--- config.mk ---
export PLATFORM = sky130hd
export DESIGN_NAME = stream_unpacker
export DESIGN_NICKNAME = d
export VERILOG_FILES = /design/src/rtl/video_pkg.sv /design/src/rtl/frame_pos_counter.sv /design/src/rtl/stream_unpacker.sv
export SDC_FILE = /design/constraint.sdc
export NUM_CORES = 1
export LEC_CHECK = 0
export CAP_MARGIN = 0
export CORE_MARGIN = 5
export CORE_UTILIZATION = 35
export DETAILED_ROUTE_END_ITERATION = 16
export PLACE_DENSITY = 0.64
export SYNTH_ARGS = -nofsm -noshare
export SYNTH_HDL_FRONTEND = slang
export SYNTH_SLANG_ARGS = --single-unit
--- constraint.sdc ---
create_clock -name clk -period 4.05 [get_ports clk]
set_input_delay 1.215 -clock clk [delete_from_list [all_inputs] [get_ports clk]]
set_output_delay 1.215 -clock clk [all_outputs]
set_load 0.005 [all_outputs]
--- src/rtl/video_pkg.sv ---
// rtl/video_pkg.sv - shared video geometry defaults, unpack phase type and byte-lane offsets
package video_pkg;

  localparam int DEF_X_SIZE = 960;
  localparam int DEF_Y_SIZE = 720;

  localparam int LANE0 = 0;
  localparam int LANE1 = 8;
  localparam int LANE2 = 16;
  localparam int LANE3 = 24;

  typedef enum logic [1:0] {PH0, PH1, PH2, PH3} ph_t;

  function automatic ph_t next_phase(input ph_t p);
    case (p)
      PH0:     return PH1;
      PH1:     return PH2;
      PH2:     return PH3;
      default: return PH0;
    endcase
  endfunction

endpackage

--- src/rtl/frame_pos_counter.sv ---
// rtl/frame_pos_counter.sv - x/y position of the next pixel to load and completed-frame count
module frame_pos_counter #(
  parameter int X_SIZE      = 960,
  parameter int Y_SIZE      = 720,
  parameter int FRAME_CNT_W = 16
) (
  input  logic                   clk,
  input  logic                   reset,
  input  logic                   inc,
  input  logic                   clr,
  output logic [10:0]            x,
  output logic [10:0]            y,
  output logic                   sof,
  output logic                   eol,
  output logic                   last_of_frame,
  output logic [FRAME_CNT_W-1:0] frame_count
);

  localparam logic [10:0] X_LAST = 11'(X_SIZE - 1);
  localparam logic [10:0] Y_LAST = 11'(Y_SIZE - 1);

  logic [10:0] x_q, y_q;
  logic [10:0] base_x, base_y;

  // clr restarts the position at (0,0) for the pixel being loaded in the same cycle
  assign base_x = clr ? '0 : x_q;
  assign base_y = clr ? '0 : y_q;

  assign x             = x_q;
  assign y             = y_q;
  assign sof           = (x_q == '0) && (y_q == '0);
  assign eol           = (x_q == X_LAST);
  assign last_of_frame = eol && (y_q == Y_LAST);

  always_ff @(posedge clk) begin
    if (reset) begin
      x_q         <= '0;
      y_q         <= '0;
      frame_count <= '0;
    end else if (inc) begin
      if (base_x == X_LAST) begin
        x_q <= '0;
        if (base_y == Y_LAST) begin
          y_q         <= '0;
          frame_count <= frame_count + 1'b1;
        end else begin
          y_q <= base_y + 11'd1;
        end
      end else begin
        x_q <= base_x + 11'd1;
        y_q <= base_y;
      end
    end else if (clr) begin
      x_q <= '0;
      y_q <= '0;
    end
  end

endmodule

--- src/rtl/stream_unpacker.sv ---
// rtl/stream_unpacker.sv - unpacks 3-word/4-pixel 24-bit video groups into tagged pixels
module stream_unpacker
  import video_pkg::*;
#(
  parameter int X_SIZE      = DEF_X_SIZE,
  parameter int Y_SIZE      = DEF_Y_SIZE,
  parameter int FRAME_CNT_W = 16
) (
  input  logic                   clk,
  input  logic                   reset,
  input  logic [31:0]            in_stream_tdata,
  input  logic [3:0]             in_stream_tkeep,
  input  logic                   in_stream_tlast,
  input  logic                   in_stream_tuser,
  input  logic                   in_stream_tvalid,
  output logic                   in_stream_tready,
  output logic [7:0]             pix_r,
  output logic [7:0]             pix_g,
  output logic [7:0]             pix_b,
  output logic [10:0]            pix_x,
  output logic [10:0]            pix_y,
  output logic                   pix_sof,
  output logic                   pix_eol,
  output logic                   pix_valid,
  input  logic                   pix_ready,
  output logic                   sof_err,
  output logic                   eol_err,
  output logic [FRAME_CNT_W-1:0] frame_count
);

  localparam logic [10:0] X_EOL_WORD = 11'(X_SIZE - 2);

  ph_t         phase, eff_phase;
  logic [23:0] res, res_next, pix_next;
  logic        locked;
  logic [10:0] cnt_x, cnt_y;
  logic        cnt_sof, cnt_eol, cnt_last;
  logic        out_free, accept, take_word, resync, emit_ph3, load;
  logic        exp_tlast, sof_err_next, eol_err_next;
  logic        unused_ok;

  assign unused_ok = &{1'b0, in_stream_tkeep, cnt_last};

  assign out_free         = !pix_valid | pix_ready;
  assign in_stream_tready = !reset & (!locked | (out_free & (phase != PH3)));
  assign accept           = in_stream_tvalid & in_stream_tready;
  // Before lock only a tuser word is kept; everything else is dropped on the floor
  assign take_word        = accept & (locked | in_stream_tuser);
  assign resync           = take_word & in_stream_tuser & (!locked | (phase != PH0) | !cnt_sof);
  assign emit_ph3         = locked & (phase == PH3) & out_free;
  assign load             = take_word | emit_ph3;
  assign eff_phase        = resync ? PH0 : phase;
  assign exp_tlast        = !resync & (phase == PH2) & (cnt_x == X_EOL_WORD);

  assign sof_err_next = take_word & locked &
                        ((in_stream_tuser & ((phase != PH0) | !cnt_sof)) |
                         (!in_stream_tuser & (phase == PH0) & cnt_sof));
  assign eol_err_next = take_word & (in_stream_tlast != exp_tlast);

  always_comb begin
    pix_next = res;
    res_next = res;
    case (eff_phase)
      PH0: begin
        pix_next = in_stream_tdata[LANE0 +: 24];
        res_next = {16'h0, in_stream_tdata[LANE3 +: 8]};
      end
      PH1: begin
        pix_next = {in_stream_tdata[LANE0 +: 16], res[7:0]};
        res_next = {8'h0, in_stream_tdata[LANE2 +: 16]};
      end
      PH2: begin
        pix_next = {in_stream_tdata[LANE0 +: 8], res[15:0]};
        res_next = in_stream_tdata[LANE1 +: 24];
      end
      default: begin
        pix_next = res;
        res_next = res;
      end
    endcase
  end

  frame_pos_counter #(
    .X_SIZE      (X_SIZE),
    .Y_SIZE      (Y_SIZE),
    .FRAME_CNT_W (FRAME_CNT_W)
  ) u_pos (
    .clk           (clk),
    .reset         (reset),
    .inc           (load),
    .clr           (resync),
    .x             (cnt_x),
    .y             (cnt_y),
    .sof           (cnt_sof),
    .eol           (cnt_eol),
    .last_of_frame (cnt_last),
    .frame_count   (frame_count)
  );

  always_ff @(posedge clk) begin
    if (reset) begin
      phase     <= PH0;
      res       <= '0;
      locked    <= 1'b0;
      pix_r     <= '0;
      pix_g     <= '0;
      pix_b     <= '0;
      pix_x     <= '0;
      pix_y     <= '0;
      pix_sof   <= 1'b0;
      pix_eol   <= 1'b0;
      pix_valid <= 1'b0;
      sof_err   <= 1'b0;
      eol_err   <= 1'b0;
    end else begin
      sof_err <= sof_err_next;
      eol_err <= eol_err_next;
      if (resync) locked <= 1'b1;
      if (load) begin
        phase                 <= next_phase(eff_phase);
        res                   <= res_next;
        {pix_r, pix_g, pix_b} <= pix_next;
        pix_x                 <= resync ? '0 : cnt_x;
        pix_y                 <= resync ? '0 : cnt_y;
        pix_sof               <= resync | cnt_sof;
        pix_eol               <= !resync & cnt_eol;
        pix_valid             <= 1'b1;
      end else if (pix_ready) begin
        pix_valid <= 1'b0;
      end
    end
  end

endmodule
## After elaboration in Yosys (flattened, before gate mapping)

Index checks and enable logic that the tools add are counted.
Widths: inputs -> output; s select.

| word-level totals | value |
|---|---|
| register bits after elaboration | 116 |
| bits in writable memories | 0 |
| output and inout bits | 68 |
| bits in latches | 0 |
| ROM bits | 0 |
| logic and storage cells | 84 |
| memories kept | 0 |

| operators by class | value |
|---|---|
| shift-type cells | 0 |
| $add $sub $neg | 3 |
| multipliers | 0 |
| bitwise gates (word level) | 26 |
| muxes and demuxes | 13 |
| reductions and logical operators | 16 |
| equal/unequal tests | 10 |
| magnitude comparators | 0 |
| div/mod/pow operators | 0 |

Operators by type and width:

| cell | count |
|---|---|
| $pmux 24 s3 | 2 |
| $mux 11 | 7 |
| $eq 11x10->1 const B | 4 |
| $add 11x1->11 const B | 2 |
| $logic_not 11->1 | 2 |
| $and 1x1->1 | 17 |
| $add 16x1->16 const B | 1 |
| $or 1x1->1 | 9 |
| $eq 2x2->1 const B | 3 |
| $logic_not 1->1 | 6 |
| $pmux 2 s3 | 1 |
| $logic_not 2->1 | 2 |
| $reduce_bool 2->1 | 2 |
| $reduce_and 3->1 | 1 |
| $reduce_bool 3->1 | 1 |
| $eq 2x1->1 const B | 1 |
| $mux 1 | 2 |
| $mux 2 | 1 |
| $ne 2x2->1 const B | 1 |
| $reduce_and 2->1 | 1 |
| $logic_and 1x1->1 | 1 |
| $ne 1x1->1 | 1 |

## Logic depth before layout (Yosys ltp)

| logic depth | value |
|---|---|
| depth in word-level cells | 14 |
| gate-level depth with buffers | 17 |
| mapped depth without buffers | 12 |

## Modules after synthesis

From an unflattened synthesis, not the netlist that was laid out.

| unflattened totals | value |
|---|---|
| cells, all modules | 644 |
| area total of the unflattened synthesis | 5,919.4 um^2 |

By module, submodules not included:

| module | instances | cells an instance | area an instance (um^2) |
|---|---|---|---|
| stream_unpacker | 1 | 405 | 3,888.7 |
| frame_pos_counter | 1 | 239 | 2,030.7 |

## Least setup slack after synthesis

Ideal clock, no wire load.

| timing path | value |
|---|---|
| path kind | input to register |
| from | in pix_ready |
| to | reg u_pos.y_q[10], in the netlist u_pos.y[10] |
| arrival | 4,013 ps |
| setup time | 70 ps |
| path buffers | 6 |
| cell stages on the path | 17 |
| slack | -33 ps |
| required time | 3,980 ps |
| path through | nand2b_1 > nand2b_1 > a211o_1 > buf_2 > or2_2 > buf_2 > buf_4 > and2_1 > ha_1 > and3_1 > buf_2 > nand3_2 > a211oi_4 > buf_6 > or3_1 > clkbuf_1 > a21oi_1 |

| on the way | value |
|---|---|
| longest elaborated chain between the ends | 13 |

RTL lines:

| what | RTL line | text |
|---|---|---|
| from (decl) | stream_unpacker.sv:25 | `input logic pix_ready,` |
| $or 1x1->1 (*) | stream_unpacker.sv:44 | `assign out_free = !pix_valid \| pix_ready;` |
| $and 1x1->1 (*) | stream_unpacker.sv:45 | `assign in_stream_tready = !reset & (!locked \| (out_free & (phase != PH3)));` |
| $or 1x1->1 (*) | stream_unpacker.sv:45 |  |
| $and 1x1->1 (*) | stream_unpacker.sv:45 |  |
| $and 1x1->1 (*) | stream_unpacker.sv:46 | `assign accept = in_stream_tvalid & in_stream_tready;` |
| $and 1x1->1 (*) | stream_unpacker.sv:48 | `assign take_word = accept & (locked \| in_stream_tuser);` |
| $and 1x1->1 (*) (2 in a row) | stream_unpacker.sv:49 | `assign resync = take_word & in_stream_tuser & (!locked \| (phase != PH0) \| !cnt_sof);` |
| $mux 11 (*) | frame_pos_counter.sv:27 | `assign base_y = clr ? '0 : y_q;` |
| via u_pos.base_y[0] | frame_pos_counter.sv:23 | `logic [10:0] base_x, base_y;` |
| $add 11x1->11 / $eq 11x10->1 (equally long branches) | frame_pos_counter.sv:47, frame_pos_counter.sv:43 |  |
| $mux 11 (*) | frame_pos_counter.sv:43 | `if (base_y == Y_LAST) begin` |
| $mux 11 (*) | frame_pos_counter.sv:41 | `if (base_x == X_LAST) begin` |
| $mux 11 (*) | frame_pos_counter.sv:40 | `end else if (inc) begin` |
| to (signal assigned) | frame_pos_counter.sv:47 | `y_q <= base_y + 11'd1;` |
| to (signal assigned) | frame_pos_counter.sv:51 | `y_q <= base_y;` |
| to (decl) | frame_pos_counter.sv:22 | `logic [10:0] x_q, y_q;` |

The timed path passes the listed nets; every way through them passes the cells marked *.
A chain may end at the register's enable or synchronous reset.

## Worst setup path after layout

| timing path | value |
|---|---|
| from | in pix_ready |
| to | out in_stream_tready |

| on the way | value |
|---|---|
| longest elaborated chain between the ends | 4 |

RTL lines:

| what | RTL line | text |
|---|---|---|
| $or 1x1->1 | stream_unpacker.sv:44 |  |
| $and 1x1->1 | stream_unpacker.sv:45 |  |
| $or 1x1->1 | stream_unpacker.sv:45 |  |
| $and 1x1->1 | stream_unpacker.sv:45 |  |
| to (decl) | stream_unpacker.sv:16 | `output logic in_stream_tready,` |

No other way between the ends.

==> metrics.cfg <==
[outcome]
outcome = finished clean

[synth]
post_synth_mux_area_share = 0.00362
synth.area.top_cells = dfxtp_1 (42%), a21oi_1 (6.6%), nand2_1 (5.3%)
sequential_cell_area_fraction_in_the_yosys_report = 0.420
synth_top_family_by_area = simple AND/OR/NAND/NOR gates
synth.cells.most_frequent = dfxtp_1 (116), nand2_1 (78), a21oi_1 (73), nor2_1 (53), nand3_1 (46)
synth_net_count = 727
number_of_flops_mapped_to_enable_cells_by_yosys = 0
yosys.area_share.simple = 0.240
async_flop_share = 0
postSynthAreaPerCell_um2 = 8.15
synthXorXnorAreaFrac = 0.0364
post_synth_instance_area_um2 = 5530
synth_compound_area_frac = 0.233
synth.lib_cells_used.distinct = 53
synth-seq-cells = 116
instance_count_of_the_mapped_netlist = 678
post_synthesis_cell_type_with_the_largest_combined_area = dfxtp_1
synth-warning-count = 0
yosys.cell_count.top_type = dfxtp_1
ys.flop_type = dfxtp_1
synth-adder-area-share = 0.0158
synth.top_cell.area_share = 0.420

[power_and_ir_drop]
p_sw_uw = 686
internal-power_uw = 2170
pwr-share-seq = 0.414
power.clock.fraction = 0.484
power.density_cell_area_nw_per_um2 = 385
total_power_uw = 2860
ir_worst_vdd_uv = 286
netSwitchingFraction = 0.240
leakagePower_uw = 0.00253
comb_power_share = 0.102

[route]
post_drt_wl_per_cell_um = 16.0
route.detailed.vias_per_inst = 5.35
number_of_iterations_in_the_first_detailed_routing_pass = 5
drt_wl_total_um = 16000
antenna_violating_nets_post_route = 0
drt_iter0_markers = 464
drc = 0
vias = 5363

[hold_path]
hold_start = pix_x[6]
hp-class = register to register
worstHoldPathCells = 2
min_delay_worst_endpoint = pix_x[6]

[floorplanning]
start_util = 0.352
rows = 46
floorplan.die.width_um = 136
die-area_um2 = 18400
placeableCoreArea_um2 = 15700
fp.dieH_um = 136
io_pins = 110

[cells_and_area]
design.final.nets = 825
fillCellCount = 1554
antenna-diode-count = 0
area_growth_syn_to_layout_pct = 34.1
final_cell_count_no_fill = 1002
drive_gt1_frac = 0.0992
final_design_area_no_fill_um2 = 7410

[global_route]
via_count_of_the_first_global_routing_pass = 4977
antenna_found_initial = 0
grtUsageTotal = 0.176
first_pass_grt_wire_length_um = 25900
grt_max_degree = 92
grt_overflow = 0

[sta]
clock.fmax_ghz = 0.255
fin_setup_tns_ps = 0
report.final.hold_viol_count = 0
timing.final.crit_share = 0.968
fin_skew_ps = 6.02
final_setup_violation_count = 0
setup_repair_after_global_routing_missed_its_margin = no
worst_slew_pin_slew_ps = 992
fin_crit_ps = 3920
finalMaxSlewViolations = 0
hold_ws_ps = 447
max-slew-margin-rel = 0.339

[clocking]
cts.repair_timing.setup_buffer_count = 0
cts.htree.levels = 4
clkSlewWorstSetupHoldPaths_ps = 50
postCtsResizedCells = 0
post_cts_hold_buffer_count = 0
clock_tree_from_tritoncts = built
worstSkewPairLatency_ps = 420
root_buffer = clkbuf_16
tritoncts_buffer_count = 17
max-clock-path-buffers = 2
clock_sink_count = 116

[setup_path]
critPathCaptureType = primary output
cp_data_arrival_time_ps = 2700
r2r_cells = 12
timing.setup.critical_path_class = primary input to primary output
r2r_setup_slack_ps = 750
crit-reg2reg-capture = u_pos.frame_count[12]
critical_path.max_fanout = 2
rr_startpoint = u_pos.y[4]
start_kind = primary input
required_ps = 2830

[placed_design]
postPlaceCellArea_um2 = 6880
place.detailed.hpwl_um = 11000
place.gp.congestion = 0.867
port_buffers = 105
placed_cells = 973

[run]
max_cap_violations = 0

-- cell type report --
class	instances	area [um2]	area share
multi-input combinational	498	2940	0.396
sequential	116	2320	0.313
timing repair buffer	138	1330	0.180
clock buffer	23	478	0.0645
tap	216	270	0.0365
clock inverter	6	55.1	0.00743
inverter	5	18.8	0.00253
-- sequential cells by signal, summed over array words and instances, names as in the netlist, 2 cells and up --
signal and count:
pix_r 8, u_pos.frame_count 16, res 24, u_pos.y 11, phase 2, pix_g 8
pix_x 11, u_pos.x 11, pix_y 11, pix_b 8
-- cell families (layout without fill, tap and decap cells) --
| kind of cell | count (synthesis) | after routing |
|---|---|---|
| AND/OR/NAND/NOR | 270 | 270 |
| AO/OA/AOI/OAI | 196 | 196 |
| flip-flops | 116 | 116 |
| buffers and inverters | 64 | 172 |
| XOR/XNOR | 23 | 23 |
| adder cells (fa/ha/maj) | 7 | 7 |
| multiplexers | 2 | 2 |
-- through the flow --
stage          setup WS (ps)   util
3_3_place_gp            21.0  0.438
3_5_place_dp           -22.2  0.438
5_1_grt                 32.3  0.472
4_1_cts                  102  0.472
6_report                 131  0.472
2_1_floorplan           12.7      -
-- critical path, cell delays in order --
cell and delay (ps):
clkdlybuf4s50_1 480, nand2b_1 130, nand2b_1 80, a21oi_1 250, clkdlybuf4s50_1 550
-- worst max path at each step --
stage          startpoint          endpoint  slack [ps]  cells past startpoint
5_1_grt         pix_ready  in_stream_tready          30                      5
3_3_place_gp    pix_ready       u_pos.y[10]          20                     12
6_report        pix_ready  in_stream_tready         130                      5
3_5_place_dp    pix_ready       u_pos.y[10]         -20                     12
4_1_cts         pix_ready  in_stream_tready         100                      5
2_1_floorplan   pix_ready       u_pos.y[10]          10                     17
-- cells in the final DEF (no fill, tap or decap), drive strengths merged, types with 2 or more instances in the layout --
cell type        n
nand2           78
and4             4
ha               7
nor2            55
o2111ai          5
or3             14
mux2i            2
nand4            9
nor3b            2
xor2            12
xnor2           11
inv              5
buf             34
a31oi            2
or2              3
a21oi           73
nor2b            4
and3             9
clkdlybuf4s50  104
nor4             6
nand2b           2
o21ai           45
dfxtp          116
clkbuf          23
nor3            24
nand3           47
clkinv           5
a22o             8
a22oi           16
and2            11
a222oi           8
a221oi           8
a211oi          11
o211ai          14
-- metal layers --
layer	track usage	vias up	part of all wire
li1	-	2651	-
met1	0.237	2522	0.45
met2	0.275	167	0.47
met3	0.0464	23	0.061
met4	0.0605	0	0.018
met5	0	-	0
-- power by group through the flow --
stage | combinational [uW] | sequential [uW] | clock, uW
floorplan | 148 | 1200 | 0
global placement | 289 | 1210 | 0
detailed placement | 290 | 1210 | 0
CTS | 292 | 1180 | 1410
global route | 317 | 1180 | 1470
finish | 290 | 1180 | 1380
(Power assumes the default switching activity.)
